**config.mk**
```make
export PLATFORM = sky130hd
export DESIGN_NAME = i2s_sample_transmitter_flat
export DESIGN_NICKNAME = d
export VERILOG_FILES = /design/src/rtl/apu_audio_pkg.sv /design/src/rtl/i2s_sample_transmitter_if.sv /design/src/rtl/i2s_bit_clock_divider.sv /design/src/rtl/i2s_sample_transmitter.sv /design/src/flat_wrapper.sv
export SDC_FILE = /design/constraint.sdc
export NUM_CORES = 1
export LEC_CHECK = 0
export ABC_CLOCK_PERIOD_IN_PS = 3750
export CAP_MARGIN = 10
export CORE_MARGIN = 2
export CORE_UTILIZATION = 31
export DETAILED_ROUTE_END_ITERATION = 10
export GPL_ROUTABILITY_DRIVEN = 0
export PLACE_DENSITY = 0.53
export SYNTH_ARGS = -nofsm -noshare
export SYNTH_HDL_FRONTEND = slang
export SYNTH_SLANG_ARGS = --single-unit
```
**constraint.sdc**
```tcl
create_clock -name i_clk -period 3.75 [get_ports i_clk]
set_input_delay 0.75 -clock i_clk [delete_from_list [all_inputs] [get_ports i_clk]]
set_output_delay 0.75 -clock i_clk [all_outputs]
set_load 0.05 [all_outputs]
```
**src/rtl/apu_audio_pkg.sv**
```systemverilog
`default_nettype none
// ============================================================================
//  Module      : apu_audio_pkg
//  Description : Shared audio constants, transmitter state encoding and the
//                unsigned-to-signed left-justify conversion for I2S slots.
//  Revision    : 1.0 - initial release
// ============================================================================
package apu_audio_pkg;

    // Mixer output width; kept here so the transmitter tracks the mixer.
    localparam int SAMPLE_WIDTH   = 9;
    localparam int I2S_SLOT_WIDTH = 16;

    // Widest slot the conversion helper can produce.
    localparam int c_CONV_MAX_W   = 32;

    typedef enum logic [0:0] {
        ST_RESET = 1'b0,
        ST_RUN   = 1'b1
    } i2s_state_t;

    // Flip the sample MSB (offset binary -> two's complement), then shift it
    // up so the sample MSB lands on the slot MSB. Mute forces signed silence.
    function automatic logic [c_CONV_MAX_W-1:0] sample_to_slot(
        input logic [c_CONV_MAX_W-1:0] sample,
        input int                      sample_w,
        input int                      slot_w,
        input logic                    mute
    );
        logic [c_CONV_MAX_W-1:0] r;
        r = sample & ((c_CONV_MAX_W'(1) << sample_w) - c_CONV_MAX_W'(1));
        r = r ^ (c_CONV_MAX_W'(1) << (sample_w - 1));
        r = r << (slot_w - sample_w);
        if (mute) begin
            r = '0;
        end
        return r;
    endfunction

endpackage
`default_nettype wire

```
**src/rtl/i2s_sample_transmitter_if.sv**
```systemverilog
`default_nettype none
// ============================================================================
//  Module      : i2s_sample_transmitter_if
//  Description : Sample input and I2S output bundle of the sample transmitter.
//                slave = the transmitter, master = the block feeding it.
//  Revision    : 1.0 - initial release
// ============================================================================
interface i2s_sample_transmitter_if #(
    parameter int SAMPLE_WIDTH = apu_audio_pkg::SAMPLE_WIDTH
);
    import apu_audio_pkg::*;

    logic [SAMPLE_WIDTH-1:0] i_sample;
    logic                    i_mute;
    logic                    o_bclk;
    logic                    o_lrclk;
    logic                    o_sdata;
    logic                    o_sample_stb;

    modport master (
        output i_sample,
        output i_mute,
        input  o_bclk,
        input  o_lrclk,
        input  o_sdata,
        input  o_sample_stb
    );

    modport slave (
        input  i_sample,
        input  i_mute,
        output o_bclk,
        output o_lrclk,
        output o_sdata,
        output o_sample_stb
    );

endinterface
`default_nettype wire

```
**src/rtl/i2s_bit_clock_divider.sv**
```systemverilog
`default_nettype none
// ============================================================================
//  Module      : i2s_bit_clock_divider
//  Description : Divides clk down to the I2S bit clock and flags the cycle on
//                whose closing edge bclk rises or falls.
//  Revision    : 1.0 - initial release
// ============================================================================
module i2s_bit_clock_divider #(
    parameter int BCLK_DIV = 4
) (
    input  wire logic i_clk,
    input  wire logic i_rst,
    input  wire logic i_en,
    output logic      o_bclk,
    output logic      o_rise_stb,
    output logic      o_fall_stb
);
    import apu_audio_pkg::*;

    localparam int                 c_CNT_W    = (BCLK_DIV > 1) ? $clog2(BCLK_DIV) : 1;
    localparam logic [c_CNT_W-1:0] c_CNT_LAST = c_CNT_W'(BCLK_DIV - 1);

    generate
        if (BCLK_DIV < 1) begin : g_bad_bclk_div
            $error("i2s_bit_clock_divider: BCLK_DIV must be at least 1");
        end
    endgenerate

    logic [c_CNT_W-1:0] r_div_cnt;
    logic               r_bclk;
    logic               w_wrap;

    // The toggle strobes describe the edge at the end of the current cycle.
    assign w_wrap     = i_en && (r_div_cnt == c_CNT_LAST);
    assign o_rise_stb = w_wrap && !r_bclk;
    assign o_fall_stb = w_wrap &&  r_bclk;
    assign o_bclk     = r_bclk;

    // Half-period counter; bclk flips each time the counter wraps.
    always_ff @(posedge i_clk) begin
        if (i_rst) begin
            r_div_cnt <= '0;
            r_bclk    <= 1'b0;
        end else if (i_en) begin
            r_div_cnt <= w_wrap ? '0 : r_div_cnt + 1'b1;
            if (w_wrap) begin
                r_bclk <= ~r_bclk;
            end
        end
    end

endmodule
`default_nettype wire

```
**src/rtl/i2s_sample_transmitter.sv**
```systemverilog
`default_nettype none
// ============================================================================
//  Module      : i2s_sample_transmitter
//  Description : Captures one mixer sample per I2S frame, converts it to
//                left-justified two's complement and shifts it out MSB first
//                in both the left and right slots.
//  Revision    : 1.0 - initial release
// ============================================================================
module i2s_sample_transmitter #(
    parameter int SAMPLE_WIDTH = apu_audio_pkg::SAMPLE_WIDTH,
    parameter int SLOT_WIDTH   = apu_audio_pkg::I2S_SLOT_WIDTH,
    parameter int BCLK_DIV     = 4
) (
    input  wire logic               i_clk,
    input  wire logic               i_rst,
    i2s_sample_transmitter_if.slave bus
);
    import apu_audio_pkg::*;

    localparam int                 c_FRAME_BITS = 2 * SLOT_WIDTH;
    localparam int                 c_P_W        = $clog2(c_FRAME_BITS);
    localparam logic [c_P_W-1:0]   c_P_LAST     = c_P_W'(c_FRAME_BITS - 1);
    localparam logic [c_P_W-1:0]   c_LR_FIRST   = c_P_W'(SLOT_WIDTH - 1);
    localparam logic [c_P_W-1:0]   c_LR_LAST    = c_P_W'(c_FRAME_BITS - 2);

    generate
        if (SLOT_WIDTH < SAMPLE_WIDTH) begin : g_bad_slot_width
            $error("i2s_sample_transmitter: SLOT_WIDTH must be at least SAMPLE_WIDTH");
        end
        if (SLOT_WIDTH > c_CONV_MAX_W) begin : g_slot_too_wide
            $error("i2s_sample_transmitter: SLOT_WIDTH exceeds conversion helper width");
        end
    endgenerate

    i2s_state_t              r_state;
    i2s_state_t              w_state_next;
    logic                    w_run;

    logic                    w_bclk;
    logic                    w_bclk_rise;
    logic                    w_bclk_fall;

    logic [c_P_W-1:0]        r_p;
    logic [c_P_W-1:0]        w_p_next;
    logic                    w_frame_start;
    logic [SLOT_WIDTH-1:0]   w_conv;
    logic [c_FRAME_BITS-1:0] r_shift;
    logic                    r_sdata;
    logic                    r_lrclk;
    logic                    r_sample_stb;

    // Mode register: RESET while rst is sampled high, RUN afterwards.
    always_ff @(posedge i_clk) begin
        if (i_rst) begin
            r_state <= ST_RESET;
        end else begin
            r_state <= w_state_next;
        end
    end

    // The first cycle after reset is already cycle 0 of the frame timing, so
    // the divider runs in RESET as soon as rst is low.
    always_comb begin
        w_state_next = r_state;
        w_run        = 1'b0;
        case (r_state)
            ST_RESET: begin
                w_state_next = ST_RUN;
                w_run        = 1'b1;
            end
            ST_RUN: begin
                w_state_next = ST_RUN;
                w_run        = 1'b1;
            end
            default: begin
                w_state_next = ST_RESET;
                w_run        = 1'b0;
            end
        endcase
    end

    i2s_bit_clock_divider #(
        .BCLK_DIV   (BCLK_DIV)
    ) u_bclk_div (
        .i_clk      (i_clk),
        .i_rst      (i_rst),
        .i_en       (w_run),
        .o_bclk     (w_bclk),
        .o_rise_stb (w_bclk_rise),
        .o_fall_stb (w_bclk_fall)
    );

    // A rising and a falling toggle can never be scheduled for the same edge.
    assert property (@(posedge i_clk) disable iff (i_rst) !(w_bclk_rise && w_bclk_fall));

    assign w_frame_start = (r_p == c_P_LAST);
    assign w_p_next      = w_frame_start ? '0 : r_p + 1'b1;
    assign w_conv        = SLOT_WIDTH'(sample_to_slot(c_CONV_MAX_W'(bus.i_sample),
                                                      SAMPLE_WIDTH, SLOT_WIDTH, bus.i_mute));

    // On each falling bclk: advance the bit position, update word select and
    // put the next bit on sdata; at the frame wrap, load both slots and emit
    // the first bit in the same cycle.
    always_ff @(posedge i_clk) begin
        if (i_rst) begin
            r_p          <= c_P_LAST;
            r_shift      <= '0;
            r_sdata      <= 1'b0;
            r_lrclk      <= 1'b0;
            r_sample_stb <= 1'b0;
        end else begin
            r_sample_stb <= 1'b0;
            if (w_bclk_fall) begin
                r_p     <= w_p_next;
                r_lrclk <= (w_p_next >= c_LR_FIRST) && (w_p_next <= c_LR_LAST);
                if (w_frame_start) begin
                    r_sdata      <= w_conv[SLOT_WIDTH-1];
                    r_shift      <= {w_conv, w_conv} << 1;
                    r_sample_stb <= 1'b1;
                end else begin
                    r_sdata <= r_shift[c_FRAME_BITS-1];
                    r_shift <= r_shift << 1;
                end
            end
        end
    end

    assign bus.o_bclk       = w_bclk;
    assign bus.o_lrclk      = r_lrclk;
    assign bus.o_sdata      = r_sdata;
    assign bus.o_sample_stb = r_sample_stb;

endmodule
`default_nettype wire
```
**src/flat_wrapper.sv**
```systemverilog
// flat-port wrapper written by rule: the top's interface ports become plain ports
module i2s_sample_transmitter_flat import apu_audio_pkg::*;
#(
    parameter int SAMPLE_WIDTH = apu_audio_pkg::SAMPLE_WIDTH,
    parameter int SLOT_WIDTH   = apu_audio_pkg::I2S_SLOT_WIDTH,
    parameter int BCLK_DIV     = 4
)
  (i_clk, i_rst, bus_i_sample, bus_i_mute, bus_o_bclk, bus_o_lrclk, bus_o_sdata, bus_o_sample_stb);
  i2s_sample_transmitter_if #(.SAMPLE_WIDTH(SAMPLE_WIDTH)) bus_i ();
  input  wire logic i_clk;
  input  wire logic i_rst;
  input wire logic [$bits(bus_i.i_sample)-1:0] bus_i_sample;
  input wire logic [$bits(bus_i.i_mute)-1:0] bus_i_mute;
  output wire logic [$bits(bus_i.o_bclk)-1:0] bus_o_bclk;
  output wire logic [$bits(bus_i.o_lrclk)-1:0] bus_o_lrclk;
  output wire logic [$bits(bus_i.o_sdata)-1:0] bus_o_sdata;
  output wire logic [$bits(bus_i.o_sample_stb)-1:0] bus_o_sample_stb;
  assign bus_i.i_sample = bus_i_sample;
  assign bus_i.i_mute = bus_i_mute;
  assign bus_o_bclk = bus_i.o_bclk;
  assign bus_o_lrclk = bus_i.o_lrclk;
  assign bus_o_sdata = bus_i.o_sdata;
  assign bus_o_sample_stb = bus_i.o_sample_stb;
  i2s_sample_transmitter #(.SAMPLE_WIDTH(SAMPLE_WIDTH), .SLOT_WIDTH(SLOT_WIDTH), .BCLK_DIV(BCLK_DIV)) u_core (.i_clk(i_clk), .i_rst(i_rst), .bus(bus_i));
endmodule
```
Word level (Yosys, flattened, before mapping):

Cells that the tools add are included.
Widths: inputs -> output; s select.

* mux-type cells: 5
* bitwise operators: 3
* $lt $le $gt $ge: 2
* $add $sub $neg: 2
* equal/unequal tests: 2
* reductions and logical operators: 4

Operators by type and width (count)
* $mux 32: 1
* $mux 16: 1
* $add 5x1->5 const B: 1
* $eq 5x5->1 const B: 1
* $ge 5x4->1 const B: 1
* $le 5x5->1 const B: 1
* $mux 5: 1
* $reduce_or 2->1: 2
* $not 1->1: 3
* $add 2x1->2 const B: 1
* $eq 2x2->1 const B: 1
* $logic_and 1x1->1: 2
* $mux 1: 2

* output and inout bits: 4
* word-level logic and storage cells: 25
* input port bits: 12
* flip-flop bits (word level): 43

Longest topological paths before layout:

Gate-level depths: netlist of the first run.

* depth after elaboration: 4
* mapped depth: 7
* gate-level depth less buffers: 5

Hierarchy:

A second synthesis of the first run with hierarchy kept.

* cell total of the unflattened synthesis: 187
* area total of the unflattened synthesis: 1537.7 um2

By module, submodules not included
* i2s_sample_transmitter: times used 1, area an instance 1396.3 um2, seq. area each 640.6 um2, cells an instance 172
* i2s_bit_clock_divider: times used 1, area an instance 141.4 um2, seq. area each 60.1 um2, cells an instance 15

Worst setup path after synthesis of the first run:

No wires, ideal clock.

* kind: register to register
* from: reg u_core.u_bclk_div.r_bclk (netlist: u_core.u_bclk_div.o_bclk)
* to: reg u_core.r_shift[26]
* library setup time: 134 ps
* arrival time: 1454 ps
* data required time: 3616 ps
* period minus slack after synthesis: 1589 ps
* buffers on the path: 1
* setup slack: 2161 ps
* stages on the path, launching flop included: 5
* cells stage by stage: dfxtp_1 nand2_1 clkbuf_1 a221oi_1 nor3_1

* cells in the longest elaborated chain, start to end: 1

Ends and longest elaborated chain
* from (decl): RTL line i2s_bit_clock_divider.sv:30 `logic r_bclk;`
* from (signal assigned): RTL line i2s_bit_clock_divider.sv:47 `r_bclk <= ~r_bclk;`
* $logic_and 1x1->1: RTL line i2s_bit_clock_divider.sv:36 `assign o_fall_stb = w_wrap && r_bclk;`
* to (signal assigned): RTL line i2s_sample_transmitter.sv:118 `r_shift <= {w_conv, w_conv} << 1;`
* to (signal assigned): RTL line i2s_sample_transmitter.sv:122 `r_shift <= r_shift << 1;`
* to (decl): RTL line i2s_sample_transmitter.sv:47 `logic [c_FRAME_BITS-1:0] r_shift;`

Every way passes these cells.
A chain may end at the register's enable or synchronous reset.

Final worst setup path of the first run:

* from: reg u_core.u_bclk_div.r_bclk (netlist: u_core.u_bclk_div.o_bclk)
* to: out bus_o_bclk

RTL lines
* to (decl): RTL line flat_wrapper.sv:14 `output wire logic [$bits(bus_i.o_bclk)-1:0] bus_o_bclk;`

No word-level cell between the ends.

==> impl_metrics.yaml, run 1 <==
finish:
  final_common_cell: "dfxtp_1"
  area.growth.synth_to_final_pct: 19.3
  n_antenna_cell: 0
  multi_input_area_sq_um: 636
  layout_common_cells: "dfxtp_1, nor2_1, nand2_1"
  drive_gt1_share_pct: 7.56
  regArea_sq_um: 701
  n_fill_cell: 443
  fin_nets: 185
run_status:
  status: "finished clean"
timing:
  setup_viol: 0
  hold_viol: 0
  worst_pin_slew_ns: 1.12
  worst_clock_skew_ns: 0.00825
  layout_min_cycle_time_ns: 2.21
  report.final.slew_viol_count: 0
  min_period_over_period_pct: 59.0
  fmax_ghz: 0.452
  setup-tns-final_ns: 0
  max_slew_margin_pct: 25.4
  rsz0062_at_grt: "false"
power:
  p_sw_share_pct: 21.8
  seqPwrFrac_pct: 52.5
  power_switching_mw: 0.158
  clkPwrFrac_pct: 40.6
  powerDensity_nw_per_um2: 434
  power.leakage_nw: 0.577
  combPwrFrac_pct: 6.9
  p_int_mw: 0.567
  power_mw: 0.725
  ir_worst_vdd_mv: 0.197
worst_hold_path:
  hold_class: "register to register"
  hold_end: "u_core.u_bclk_div.r_div_cnt[0]$_SDFF_PP0_"
  hold_depth: 1
  min_from: "u_core.u_bclk_div.r_div_cnt[0]$_SDFF_PP0_"
floorplanning:
  dieHeight_um: 71.2
  dieWidth_um: 71.2
  initial_core_util_pct: 32.2
  core_area_sq_um: 4350
  die-area_sq_um: 5070
  io_pins: 16
  rows: 24
synthesis:
  synth_largest_area_cell: "dfxtp_1"
  seq_area_frac_synth_pct: 50.0
  syn-cell-area_sq_um: 1400
  yosysTopAreaCellShare_pct: 50.0
  yosys_warnings: 0
  ys_ff_latch: 35
  synth_area_leaders: "dfxtp_1, a221oi_1, nor3_1"
  syn_avg_cell_area_sq_um: 8.75
  netlist_instances: 160
  syn_nets: 174
  ys_types: 27
placement:
  port-buffer-count: 15
  dp.final_hpwl_mm: 1.81
worst_setup_path:
  path_cells: "clkdlybuf4s50_1"
  slowest_delay_ns: 0.82
  cp_max_fo: 4
  start_kind: "register"
  worst-endpoint-arrival_ns: 1.46
  rr_endpoint: "u_core.r_p[3]$_SDFFE_PP1P_"
  cp.required_ns: 3.00
  worstReg2RegStart: "u_core.u_bclk_div.r_div_cnt[0]$_SDFF_PP0_"
  r2r_slack_ns: 1.69
  r2r_cells: 5
  critPathBufInv: 1
  critPathSlowestCell: "clkdlybuf4s50_1"
  setup.worst_path.class: "register to primary output"
  critical-path-top-delay-family: "buffers and inverters"
  crit_path_end_kind: "primary output"
clock_network:
  cts_hold_buf: 0
  cts_sinks: 35
  clk_latency_ns: 0.28
  htree_num_levels: 2
  path_clk_slew_ns: 0.06
  cts_setup_buffers: 0
  cts_tree: "yes"
  clk_path_buf_depth: 2
  ctsResizeCount: 0
  cts_made_buffers: 5
  cts_root_buf: "clkbuf_8"
route:
  detailroute.via_count: 1204
  ant_nets: 0
  wl_per_cell_um: 12.9
  top_layer: "met4"
  first_iter_violations: 129
  drt_wl_total_mm: 2.89
  wl_met1_mm: 1.39
  met2WireLength_mm: 1.30
  drc_errors: 0
  routed-wl-met3_um: 180
  dr.pass1.iters: 7
  viasPerCell: 5.38
global_routing:
  grt_pass1_vias: 1097
  grt_overflow: 0
  grt_max_degree: 33
  antenna_found_initial: 0
  grt_pass1_wl_mm: 5.10
  grt_usage_pct: 12.5
flow_run:
  max_cap_violations: 0
[metrics by stage]
stage	worst slack [ns]	cells	instance area [sq um]	util [%]	hold slack (ns)
finish	1.54	224	1670	38.4	0.432
global route	1.42	224	1670	38.4	0.462
CTS	1.52	224	1670	38.4	0.432
detailed placement	1.57	216	1570	36.1	0.419
global placement	1.57	216	1570	36.1	0.414
floorplan	2.16	160	1400	-	0.404
[power groups by stage]
stage          sequential [mW]  clock [mW]  combinational, mW
6_report                 0.381       0.294             0.0498
3_3_place_gp             0.389           0             0.0489
5_1_grt                  0.381       0.321             0.0548
2_1_floorplan            0.392           0             0.0253
3_5_place_dp             0.389           0             0.0499
4_1_cts                  0.381       0.305             0.0499
[layer usage]
layer	GRT usage, %	vias up
met1	17.4	568
met5	0	-
li1	-	596
met3	3.56	2
met4	4.40	0
met2	18.6	38
[kinds of logic (layout without fill, tap and decap cells)]
| kind of cell | count (synthesis) | in the layout | share of synthesized area (%) |
|---|---|---|---|
| flip-flops | 35 | 35 | 50.0 |
| XOR/XNOR | 4 | 4 | 2.50 |
| adder cells (fa/ha/maj) | 2 | 2 | 1.79 |
| AND/OR/NAND/NOR | 67 | 67 | 21.8 |
| buffers and inverters | 14 | 26 | 4.56 |
| AO/OA/AOI/OAI | 38 | 38 | 19.3 |
[how the worst max path moves through the flow]
stage,startpoint,end,slack (ns),depth (start not counted)
after detailed placement,bus_i_mute,u_core.r_shift[15]$_SDFFE_PP0P_,1.57,4
final,u_core.u_bclk_div.o_bclk$_SDFFE_PP0N_,bus_o_bclk,1.54,1
after floorplan,u_core.u_bclk_div.o_bclk$_SDFFE_PP0N_,u_core.r_shift[26]$_SDFFE_PP0P_,2.16,4
after CTS,u_core.u_bclk_div.o_bclk$_SDFFE_PP0N_,bus_o_bclk,1.52,1
after global routing,u_core.u_bclk_div.r_div_cnt[0]$_SDFF_PP0_,u_core.r_p[4]$_SDFFE_PP1P_,1.42,5
after global placement,i_rst,u_core.bus.o_sample_stb$_SDFF_PP0_,1.57,3
[cells in the mapped netlist]
master	n
dfxtp_1	35
nor2_1	19
nand2_1	17
a221oi_1	15
nor3_1	15
a21oi_1	13
nand3_1	9
buf_2	6
clkbuf_1	5
o21ai_1	3
a211oi_2	2
ha_1	2
nand4_1	2
o21ai_0	2
xnor2_1	2
xor2_1	2
a211oi_1	1
a22oi_1	1
and2_1	1
buf_1	1
buf_4	1
inv_1	1
nand2b_1	1
nor2_2	1
nor3b_1	1
o311ai_1	1
or3_4	1
[final cells by class]
type,count,area share (%)
flip-flops and latches,35,41.9
multi-input cells,111,38.1
repair buffers,17,9.89
clock buffers,8,5.99
inverters,1,0.225
well taps,52,3.90
[state kept, by name, indices dropped and copies added, names as in the netlist]
register,cells
u_core.u_bclk_div.r_div_cnt,2
u_core.r_p,5
u_core.bus.o_sample_stb,1
u_core.u_bclk_div.o_bclk,1
u_core.bus.o_lrclk,1
u_core.r_shift,24
u_core.bus.o_sdata,1
(Power assumes the default switching activity.)
==> inputs of run 2 (changes only) <==
--- a/config.mk
+++ b/config.mk
@@ -5,7 +5,7 @@
 export SDC_FILE = /design/constraint.sdc
 export NUM_CORES = 1
 export LEC_CHECK = 0
-export ABC_CLOCK_PERIOD_IN_PS = 3750
+export ABC_CLOCK_PERIOD_IN_PS = 2100
 export CAP_MARGIN = 10
 export CORE_MARGIN = 2
 export CORE_UTILIZATION = 31
==> constraint.sdc (replaced) <==
create_clock -name i_clk -period 2.1 [get_ports i_clk]
set_input_delay 0.42 -clock i_clk [delete_from_list [all_inputs] [get_ports i_clk]]
set_output_delay 0.42 -clock i_clk [all_outputs]
set_load 0.05 [all_outputs]
==> run 2 against run 1 <==
- wire length is 4.4% lower
- global-route usage is 0.051 points higher
- register-to-register slack worse by 1.3 ns
- critical endpoint unchanged
- critical path type unchanged
==> impl_metrics.yaml, run 2 (synthesis gave the netlist of run 1 again) <==
clock_network:
  ctsResizeCount: 0
  cts_root_buf: "clkbuf_8"
  cts_tree: "yes"
  cts_setup_buffers: 0
  clk_latency_ns: 0.28
  htree_num_levels: 2
  cts_made_buffers: 5
  clk_path_buf_depth: 2
  cts_hold_buf: 0
  cts_sinks: 35
  path_clk_slew_ns: 0.06
timing:
  setup-tns-final_ns: 0
  rsz0062_at_grt: "false"
  worst_pin_slew_ns: 0.495
  worst_clock_skew_ns: 0.00383
  setup_viol: 0
  layout_min_cycle_time_ns: 1.90
  report.final.slew_viol_count: 0
  max_slew_margin_pct: 66.9
  hold_viol: 0
  min_period_over_period_pct: 90.5
  fmax_ghz: 0.526
power:
  powerDensity_nw_per_um2: 723
  power.leakage_nw: 0.582
  ir_worst_vdd_mv: 0.345
  power_mw: 1.21
finish:
  fin_util_pct: 38.4
  drive_gt1_share_pct: 8.62
  largest-register: "u_core.r_shift"
  n_antenna_cell: 0
  largest_registers: "u_core.r_shift (24), u_core.r_p (5), u_core.u_bclk_div.r_div_cnt (2)"
  area.growth.synth_to_final_pct: 19.5
  final_common_cell: "dfxtp_1"
  layout_common_cells: "dfxtp_1, nor2_1, nand2_1"
  fin_nets: 189
  largest_reg_flops: 24
  n_fill_cell: 432
worst_setup_path:
  cp.required_ns: 1.68
  r2r_cells: 5
  worstReg2RegStart: "u_core.r_p[0]$_SDFFE_PP1P_"
  slowest_delay_ns: 0.82
  path_cells: "clkdlybuf4s50_1"
  crit_path_end: "bus_o_bclk"
  worstSetupPathDepth: 1
  critPathSlowestCell: "clkdlybuf4s50_1"
  cp_max_fo: 4
  crit_path_end_kind: "primary output"
  critical-path-top-delay-family: "buffers and inverters"
  start_kind: "register"
  rr_endpoint: "u_core.r_shift[9]$_SDFFE_PP0P_"
  startpoint: "u_core.u_bclk_div.o_bclk$_SDFFE_PP0N_"
  setup.worst_path.class: "register to primary output"
  r2r_slack_ns: 0.44
  critPathBufInv: 1
  worst-endpoint-arrival_ns: 1.48
floorplanning:
  dieHeight_um: 71.2
  io_pins: 16
  initial_core_util_pct: 32.2
  dieWidth_um: 71.2
  core_area_sq_um: 4350
  die-area_sq_um: 5070
  rows: 24
route:
  viasPerCell: 5.18
  wl_per_cell_um: 12.2
  dr.pass1.iters: 4
  drt_wl_total_mm: 2.77
  drc_errors: 0
  first_iter_violations: 71
  detailroute.via_count: 1171
  ant_nets: 0
global_routing:
  grtUsageMet3_pct: 5.41
  grt_max_degree: 33
  grt_usage_pct: 12.6
  met2_usage_pct: 18.0
  grt_overflow: 0
  antenna_found_initial: 0
  top_usage_layer: "met2"
  grt_use_met1_pct: 16.7
  grt_pass1_vias: 1102
  grt_pass1_wl_mm: 5.01
run_status:
  status: "finished clean"
placement:
  dp.final_hpwl_mm: 1.77
  port-buffer-count: 15
flow_run:
  max_cap_violations: 0
worst_hold_path:
  hold_class: "register to register"
## run 2: cell count changes in the layout (fill, tap and decap cells not counted)
cell / change
clkbuf_8: -2
buf_4: +4
## run 2: cell type report
class	count	area [sq um]	share of cell area (%)
inverters	1	3.75	0.224
clock buffers	6	72.6	4.34
flip-flops and latches	35	701	41.9
well taps	52	65.1	3.89
repair buffers	21	195	11.7
multi-input cells	111	636	38.0
## run 2: where the power goes
| group | switching (mW) | internal, mW |
|---|---|---|
| clock network | 0.217 | 0.221 |
| registers | 0.00611 | 0.674 |
| logic | 0.0501 | 0.0412 |
## run 2: per-layer routing
metal	up-vias	share of wire (%)
met5	-	0
met4	0	0.69
met3	2	5.7
met2	25	46
met1	537	48
li1	607	-
## run 2: worst min path at each step
stage                                                endpoint                                      start  slack, ns  depth (start not counted)
floorplan           u_core.u_bclk_div.r_div_cnt[0]$_SDFF_PP0_  u_core.u_bclk_div.r_div_cnt[0]$_SDFF_PP0_       0.40                          1
global placement    u_core.u_bclk_div.r_div_cnt[0]$_SDFF_PP0_  u_core.u_bclk_div.r_div_cnt[0]$_SDFF_PP0_       0.41                          1
detailed placement  u_core.u_bclk_div.r_div_cnt[0]$_SDFF_PP0_  u_core.u_bclk_div.r_div_cnt[0]$_SDFF_PP0_       0.43                          1
CTS                 u_core.u_bclk_div.r_div_cnt[0]$_SDFF_PP0_  u_core.u_bclk_div.r_div_cnt[0]$_SDFF_PP0_       0.44                          1
global route        u_core.u_bclk_div.r_div_cnt[0]$_SDFF_PP0_  u_core.u_bclk_div.r_div_cnt[0]$_SDFF_PP0_       0.44                          1
finish              u_core.u_bclk_div.r_div_cnt[0]$_SDFF_PP0_  u_core.u_bclk_div.r_div_cnt[0]$_SDFF_PP0_       0.43                          1
## run 2: per-stage QoR
stage,cells,hold WS [ns],setup WS [ns],instance area (sq um)
2_1_floorplan,160,0.404,0.511,1400
3_3_place_gp,220,0.415,0.435,1600
3_5_place_dp,220,0.427,0.448,1600
4_1_cts,226,0.437,0.180,1670
5_1_grt,226,0.443,0.142,1670
6_report,226,0.430,0.200,1670
==> inputs of run 3 (changes only) <==
--- a/config.mk
+++ b/config.mk
@@ -11,6 +11,7 @@
 export CORE_UTILIZATION = 31
 export DETAILED_ROUTE_END_ITERATION = 10
 export GPL_ROUTABILITY_DRIVEN = 0
+export MAX_ROUTING_LAYER = met4
 export PLACE_DENSITY = 0.53
 export SYNTH_ARGS = -nofsm -noshare
 export SYNTH_HDL_FRONTEND = slang
==> run 3 against run 2 <==
- count of clock-buffer cells in the layout unchanged
- global-route usage increased by 0.38 points
- worst hold slack about the same
- sequential share of layout area unchanged
- first-iteration DRC count unchanged
- utilization unchanged
- critical path depth unchanged
- total power increased by 0.20%
- combinational power about the same
- sequential power about the same
- maximum frequency about the same
- via count increased by 0.26%
- critical endpoint unchanged
- largest power group unchanged
- highest routed layer unchanged
==> impl_metrics.yaml, run 3 (synthesis gave the netlist of run 1 again) <==
clock_network:
  cts_hold_buf: 0
  cts_setup_buffers: 0
  cts_root_buf: "clkbuf_8"
  cts_made_buffers: 5
  clk_path_buf_depth: 2
  htree_num_levels: 2
  clk_latency_ns: 0.28
  cts_tree: "yes"
  path_clk_slew_ns: 0.06
  ctsResizeCount: 0
  cts_sinks: 35
timing:
  setup_viol: 0
  hold_viol: 0
  layout_min_cycle_time_ns: 1.90
  fmax_ghz: 0.527
  max_slew_margin_pct: 66.9
  min_period_over_period_pct: 90.4
  worst_pin_slew_ns: 0.495
  rsz0062_at_grt: "false"
  report.final.slew_viol_count: 0
  hold_ws_ns: 0.430
  worst_clock_skew_ns: 0.00372
  setup-tns-final_ns: 0
placement:
  port-buffer-count: 15
  placed_area_sq_um: 1600
  dp.final_hpwl_mm: 1.77
worst_setup_path:
  path_cells: "clkdlybuf4s50_1"
  r2r_cells: 5
  critical-path-top-delay-family: "buffers and inverters"
  r2r_slack_ns: 0.44
  worstReg2RegStart: "u_core.r_p[0]$_SDFFE_PP1P_"
  critPathSlowestCell: "clkdlybuf4s50_1"
  rr_endpoint: "u_core.r_shift[9]$_SDFFE_PP0P_"
  crit_path_end_kind: "primary output"
  setup.worst_path.class: "register to primary output"
  worst-endpoint-arrival_ns: 1.48
  start_kind: "register"
  startpoint: "u_core.u_bclk_div.o_bclk$_SDFFE_PP0N_"
  cp.required_ns: 1.68
  cp_max_fo: 4
  critPathBufInv: 1
  slowest_delay_ns: 0.82
route:
  wl_per_cell_um: 12.3
  drc_errors: 0
  detailroute.via_count: 1174
  dr.pass1.iters: 4
  ant_nets: 0
  viasPerCell: 5.19
  drt_wl_total_mm: 2.79
  first_iter_violations: 71
flow_run:
  max_cap_violations: 0
finish:
  area.growth.synth_to_final_pct: 19.5
  largest_registers: "u_core.r_shift (24), u_core.r_p (5), u_core.u_bclk_div.r_div_cnt (2)"
  drive_gt1_share_pct: 8.62
  final_common_cell: "dfxtp_1"
  largest_reg_flops: 24
  n_fill_cell: 432
  layout_common_cells: "dfxtp_1, nor2_1, nand2_1"
  final_area_sq_um: 1670
  n_antenna_cell: 0
  fin_nets: 189
  largest-register: "u_core.r_shift"
power:
  ir_worst_vdd_mv: 0.345
  powerDensity_nw_per_um2: 724
  power_mw: 1.21
  power.leakage_nw: 0.582
worst_hold_path:
  hold_depth: 1
  min_from: "u_core.u_bclk_div.r_div_cnt[0]$_SDFF_PP0_"
  hold_end: "u_core.u_bclk_div.r_div_cnt[0]$_SDFF_PP0_"
  hold_class: "register to register"
global_routing:
  grt_pass1_vias: 1102
  grt_pass1_wl_mm: 5.00
  grt_usage_pct: 13.0
  grt_overflow: 0
  grt_max_degree: 33
  antenna_found_initial: 0
floorplanning:
  core_area_sq_um: 4350
  initial_core_util_pct: 32.2
  dieWidth_um: 71.2
  rows: 24
  io_pins: 16
  die-area_sq_um: 5070
  dieHeight_um: 71.2
run_status:
  status: "finished clean"
==> run 3: cell counts in the layout (fill, tap and decap cells not counted) <==
Identical to the previous run, type by type.
==> run 3: area by class of cell <==
class                      count  area, sq um  share of cell area, %
tap                           52         65.1                   3.89
sequential                    35          701                   41.9
clock buffer                   6         72.6                   4.34
multi-input combinational    111          636                   38.0
timing repair buffer          21          195                   11.7
inverter                       1         3.75                  0.224
==> run 3: through the flow <==
step           worst slack, ns  util, %  cells
3_3_place_gp             0.435     36.8    220
6_report                 0.201     38.4    226
2_1_floorplan            0.511        -    160
5_1_grt                  0.142     38.4    226
3_5_place_dp             0.448     36.8    220
4_1_cts                  0.180     38.4    226
==> run 3: per-layer routing <==
| layer | vias up | routed length (um) | GRT usage [%] |
|---|---|---|---|
| met5 | - | 0 | - |
| met4 | 0 | 19 | 5.03 |
| met3 | 2 | 163 | 5.41 |
| met2 | 27 | 1250 | 18.0 |
| met1 | 537 | 1350 | 16.7 |
| li1 | 608 | - | - |
==> run 3: report_power, final <==
group	internal, mW	leakage, nW	switching [mW]
Clock	0.221	0.0371	0.219
Combinational	0.0412	0.262	0.0502
Sequential	0.674	0.283	0.00612
==> run 3: how the worst max path moves through the flow <==
| stage | end | slack [ns] | cells after the start |
|---|---|---|---|
| 6_report | bus_o_bclk | 0.20 | 1 |
| 5_1_grt | bus_o_bclk | 0.14 | 1 |
| 4_1_cts | bus_o_bclk | 0.18 | 1 |
| 3_5_place_dp | u_core.r_shift[9]$_SDFFE_PP0P_ | 0.45 | 5 |
| 3_3_place_gp | u_core.r_shift[10]$_SDFFE_PP0P_ | 0.43 | 5 |
| 2_1_floorplan | u_core.r_shift[26]$_SDFFE_PP0P_ | 0.51 | 4 |
